[config.mk]
export PLATFORM = sky130hd
export DESIGN_NAME = ram_access_arbiter
export DESIGN_NICKNAME = d
export VERILOG_FILES = /design/src/rtl/ram_access_arbiter.sv
export SDC_FILE = /design/constraint.sdc
export NUM_CORES = 1
export LEC_CHECK = 0
export BUFFER_PORTS_ARGS = -buffer_cell sky130_fd_sc_hd__buf_2
export CAP_MARGIN = 0
export CORE_AREA = 2 2 61 63
export DETAILED_ROUTE_END_ITERATION = 10
export DIE_AREA = 0 0 63 65
export GPL_TIMING_DRIVEN = 0
export PLACE_DENSITY = 0.78
export SLEW_MARGIN = 15
export SYNTH_ARGS = -nofsm -noshare
export SYNTH_HDL_FRONTEND = slang
export SYNTH_SLANG_ARGS = --single-unit
[constraint.sdc]
create_clock -name clk -period 1.9 [get_ports clk]
set_input_delay 0.095 -clock clk [delete_from_list [all_inputs] [get_ports clk]]
set_output_delay 0.095 -clock clk [all_outputs]
set_load 0.005 [all_outputs]
[src/rtl/ram_access_arbiter.sv]
// Two-requester round-robin arbiter/sequencer for a shared single-port RAM.
// Define RAM_ARB_FIXED_PRIO_EN for fixed priority (requester 0 always wins).
module ram_access_arbiter #(
    parameter int N = 8
) (
    input  logic           clk,
    input  logic           rst_n,
    input  logic [1:0]     req_valid,
    output logic [1:0]     req_ready,
    input  logic [1:0]     req_we,
    input  logic [2*N-1:0] req_addr,
    input  logic [2*N-1:0] req_wdata,
    output logic [1:0]     rsp_valid,
    output logic [N-1:0]   rsp_rdata,
    output logic           busy,
    output logic [N-1:0]   ram_addr,
    output logic [N-1:0]   ram_wdata,
    output logic           ram_we,
    output logic           ram_re,
    input  logic [N-1:0]   ram_rdata
);

    typedef enum logic [1:0] {IDLE, ISSUE, CAPTURE, RESPOND} state_t;

    state_t     state, state_nxt;
    logic [1:0] grant;
    logic       hs;
    logic       win;
    logic       owner;
    logic       op_we;

`ifdef RAM_ARB_FIXED_PRIO_EN
    always_comb begin
        grant = '0;
        if (req_valid[0])
            grant = 2'b01;
        else if (req_valid[1])
            grant = 2'b10;
    end
`else
    logic last;

    // On contention the requester that did not win the previous handshake goes next.
    always_comb begin
        grant = '0;
        case (req_valid)
            2'b01:   grant = 2'b01;
            2'b10:   grant = 2'b10;
            2'b11:   grant = last ? 2'b01 : 2'b10;
            default: grant = '0;
        endcase
    end

    always_ff @(posedge clk) begin
        if (!rst_n)
            last <= 1'b1;
        else if (hs)
            last <= win;
    end
`endif

    always_comb begin
        req_ready = '0;
        if (rst_n && state == IDLE)
            req_ready = grant;
    end

    assign hs  = |req_ready;
    assign win = req_ready[1];

    always_ff @(posedge clk) begin
        if (!rst_n)
            state <= IDLE;
        else
            state <= state_nxt;
    end

    always_comb begin
        state_nxt = state;
        ram_we    = 1'b0;
        ram_re    = 1'b0;
        rsp_valid = '0;
        busy      = (state != IDLE);
        case (state)
            IDLE: begin
                if (hs)
                    state_nxt = ISSUE;
            end
            ISSUE: begin
                ram_we    = op_we;
                ram_re    = !op_we;
                state_nxt = op_we ? IDLE : CAPTURE;
            end
            CAPTURE: state_nxt = RESPOND;
            RESPOND: begin
                rsp_valid = owner ? 2'b10 : 2'b01;
                state_nxt = IDLE;
            end
            default: state_nxt = IDLE;
        endcase
    end

    // Winner's command is latched at handshake; RAM pins hold it until the next one.
    always_ff @(posedge clk) begin
        if (!rst_n) begin
            owner     <= 1'b0;
            op_we     <= 1'b0;
            ram_addr  <= '0;
            ram_wdata <= '0;
            rsp_rdata <= '0;
        end else begin
            if (hs) begin
                owner     <= win;
                op_we     <= req_we[win];
                ram_addr  <= win ? req_addr[2*N-1:N]  : req_addr[N-1:0];
                ram_wdata <= win ? req_wdata[2*N-1:N] : req_wdata[N-1:0];
            end
            if (state == CAPTURE)
                rsp_rdata <= ram_rdata;
        end
    end

endmodule

== Yosys cells after proc, flatten, opt, wreduce, memory -nomap -nowiden ==
Cells that the tools add are included.
Widths: inputs -> output; s select.
Operators by class
  order comparisons: 1
  eq/ne operators: 7
  muxes and demuxes: 14
  reduce and logical (&&, ||, !) cells: 5
Operators with widths (count)
  $mux 8: 2
  $mux 2: 6
  $eq 2x2->1 const B: 4
  $pmux 2 s4: 1
  $pmux 2 s3: 1
  $eq 2x1->1 const B: 2
  $mux 1: 4
  $logic_not 2->1: 1
  $lt 1x2->1 const B: 1
  $ne 2x2->1 const B: 1
  $reduce_bool 2->1: 1
  $reduce_or 2->1: 1
  $logic_and 1x1->1: 1
  $logic_not 1->1: 1
Storage, ports and cells
  flip-flop bits (word level): 29
  bits of input ports: 46
  logic and storage cells: 34

== Longest topological paths before layout ==
  depth in word-level cells: 6
  mapped depth: 6
  depth with buffers taken out: 3

== Worst setup path before layout ==
Ideal clock, no wire load.
  kind: register -> register
  start point: register state[0]
  end point: register op_we
  arrival: 1.293 ns
  data required time: 1.755 ns
  setup slack: 0.462 ns
  cell stages (with the launch flop): 7
  buffers on the path: 3
  path through: dfxtp_1 buf_6 or3b_1 buf_6 buf_6 o21ai_1 a311oi_2
On the way
  word-level cells in the longest chain between the ends: 5
  elaborated cells between the ends (all ways): 6
  classes of those cells: mux: 3; reduce/logical: 3
Ends and longest elaborated chain
  start: declaration: line 25  | state_t state, state_nxt;
  start signal: assignment: line 75  | state <= state_nxt;
  $logic_not 2->1 *: line 64  | if (rst_n && state == IDLE)
  $logic_and 1x1->1 *: line 64
  $mux 2 *: line 64
  $mux 1 (not written as such) (2 in a row): line 114  | op_we <= req_we[win];
  end signal: assignment: line 114
  end: declaration: line 30  | logic op_we;
Every way passes the cells marked *; elsewhere a longest branch is shown, timed or not. The select of a mux whose other input is x is not followed.
A chain may end at the register's enable or synchronous reset.

== Worst setup path in the final report ==
  start point: register state[0]
  end point: output req_ready[0]
On the way
  word-level cells in the longest chain between the ends: 3
Ends and longest elaborated chain
  $logic_not 2->1: line 64
  $logic_and 1x1->1: line 64
  $mux 2: line 64
  end: declaration: line 9  | output logic [1:0] req_ready,
Every way passes these cells.

==> results.md <==
- Post-synthesis cell count: 165
- Initial antenna violation count: 0
- Top_reg_cell synth: dfxtp_1
- Final hold violations: 0
- Die height: approximately 65 µm
- Placer's final routability congestion estimate: approximately 0.81
- Crit path required time: 1.80 ns
- Final Non-Filler Cells: slightly above 300
- Share of layout cells above drive strength 1: 0.435
- Htree depth: 2
- Core area: 3500 µm²
- Sum Neg Setup Slack: 0 ns
- Crit share post-route: 0.928
- Crit-path max FO: 10
- Detail Route Antenna Nets: 0
- Placed insts: between 200 and 300
- Most used cell, CP: buf_6
- Slowest stage cell, crit path: or3b_1
- Io pins: 77
- CTS buffer count: 5
- Hpwl dp: 2.75 mm
- Vias post-DR: between 1500 and 2000
- Die footprint: about 4000 µm²
- Setup crit end kind: output pin
- Status: finished, final reports clean
- Total GRT Usage: 0.212
- Post-synth EDFFs: 0
- Time the worst path needs with I/O delays and setup: ~1.8 ns
- CTS tree: built
- Vias in the first global route: 1566
- Pwr Total: 1550 µW
- Crit Path Class: reg2out
- Final core utilization: 0.592
- RSZ-0062 raised after global routing: no
- Clock Sinks: 29
- Hold WS: around 0.031 ns
- Pint: roughly 1000 µW
- Routed WL: 4.16 mm
- Worst-margin pin slew: a little under 0.7 ns
- Normalized max-slew margin: 0.552
- Largest area contributor in the netlist: dfxtp_1
- Fmax: approximately 570 MHz
- Clk slew on worst S/H paths: 0.10 ns
- Post-synth top area share: 0.398
- Pre-antenna DRT Iters: 4
- Register area: ~580 µm²
- Synthesized flop and latch total: 29
- P_leak: between 0.0009 and 0.001 µW
- Sw power: 508 µW
- Largest net degree at the start of global routing: 11
- Initial Util: 0.418
- Crit path DAT: between 1.5 and 2 ns
- # Max-Cap Violations: 0
- Slew Viols, Final: 0
- Most frequent cells in the layout: buf_2, dfxtp_1, a21oi_1
- Clock share of power: 0.238
- Area grow syn2layout: 41.6%
- Wirelength per Cell: approximately 14 µm
- Slowest stage delay, CP: ~0.38 ns
- Sequential share of the synthesized area: 0.398
- Area of the multi-input gates: roughly 730 µm²
- Remaining Overflow, GRT: 0
- Syn nets: 211
- # DRC: 0
- HP Class: in2reg
- CP top delay family: buffers and inverters
- Diode count: 0
- Ys Warns: 0
- # fillers: approximately 330
- DR iter-0 viols: 59
- First-pass GRT wire length: slightly below 7 mm
- Nets@finish: 305
- Most common cell after layout, fill and taps aside: buf_2
- Seq pwr share: 0.451
- Width of the die: around 63 µm
- Clock Root Buffer: clkbuf_4
- Largest cells by area after synthesis: dfxtp_1, a311oi_2, a21oi_1
- PwrDens: 749 nW/µm²
- Critical Path Source Type: flop
- Gate power share: 0.311
- Crit-path cells: buf_6 > or3b_1 > buf_6 > a211oi_4 > buf_2
- Switching part of the total power: 0.328
- Port bufs: 76
- Vias per cell: ~5.2
- Post-synth ARST share: 0
- Clock Latency Late Sink: approximately 0.33 ns
- Peak supply drop: between 0.0003 and 0.0004 V
- CP bufs+invs: 3
- CTS max path bufs: 2
- FP Rows: 22
- Layout Skew: ~0.011 ns
- Synthesized cell area: ~1500 µm²
- Synth cell types: 31
- # setup viols final: 0
- Avg Synthesized Cell Area: just under 9 µm²
==> layer usage <==
layer	global-route usage	wire (µm)	vias to the layer above
met4	0.0889	61	0
met1	0.236	1760	735
li1	-	-	794
met2	0.380	2090	58
met5	0	0	-
met3	0.0590	252	5
==> worst register-to-register path: cells and delay by family, from the launching register on <==
kind                   cells  cell delay, ns
buffers and inverters      3            0.44
and+or+nand+nor            1            0.38
DFF                        1            0.32
AOI/OAI and AO/OA          2            0.26
==> logic make-up after synthesis <==
logic type	synth area share
compound gates	0.324
buf+inv	0.105
flops	0.398
simple gates	0.174
==> synthesized netlist by cell type, drive strengths merged, types with 2 or more instances <==
cell type,n
a21oi,26
a311oi,17
buf,12
clkbuf,5
dfxtp,29
inv,3
nand2,19
nand3,17
nor2,3
nor3b,2
o21ai,18
or2,2
==> power groups by stage <==
| stage | Clock [µW] | Combinational, µW | Sequential (µW) |
|---|---|---|---|
| after floorplan | 0 | 285 | 716 |
| after global placement | 0 | 450 | 711 |
| after detailed placement | 0 | 456 | 712 |
| after CTS | 378 | 470 | 699 |
| after global routing | 410 | 533 | 706 |
| final | 369 | 482 | 698 |
==> flip-flops by register name, indices dropped and copies added (netlist names), named ones only <==
signal and cells:
ram_addr 8, state 1, op_we 1, ram_wdata 8, owner 1, rsp_rdata 8, last 1
==> what timing repair did <==
| action | 4_1_cts | 5_1_grt |
|---|---|---|
| pin swaps | 1 | 2 |
| resized for setup | 0 | 1 |
| endpoints found under the setup margin | 1 | 2 |
| buffers inserted | 0 | 2 |
| hold buffers | 9 | 0 |
| hold endpoints to repair | 9 | 0 |
==> layout make-up <==
class / instances / share of cell area
multi-input cells: 115 / 0.355
clock inverters: 3 / 0.00847
clock buffers: 5 / 0.0181
repair buffers: 87 / 0.235
plain buffers: 17 / 0.0665
flip-flops and latches: 29 / 0.281
well taps: 48 / 0.0290
inverters: 4 / 0.00726
==> through the flow <==
stage / area (µm²) / worst slack, ns
after floorplan: 1460 / 0.462
after CTS: 2050 / 0.000175
after detailed placement: 1900 / 0.258
after global placement: 1900 / 0.265
after global routing: 2070 / 0.0123
final: 2070 / 0.136
==> path summary, 6_finish.rpt <==
| kind | cells after the start | to | startpoint | slack (ns) |
|---|---|---|---|---|
| setup / recovery | 5 | req_ready[0] | state[0] | 0.14 |
| hold / removal | 3 | ram_wdata[2] | req_wdata[10] | 0.03 |
| setup reg to reg | 6 | ram_addr[2] | state[0] | 0.37 |
| hold reg to reg | 2 | rsp_rdata[7] | rsp_rdata[7] | 0.46 |
No activity file was read; power rests on OpenSTA's default activity.
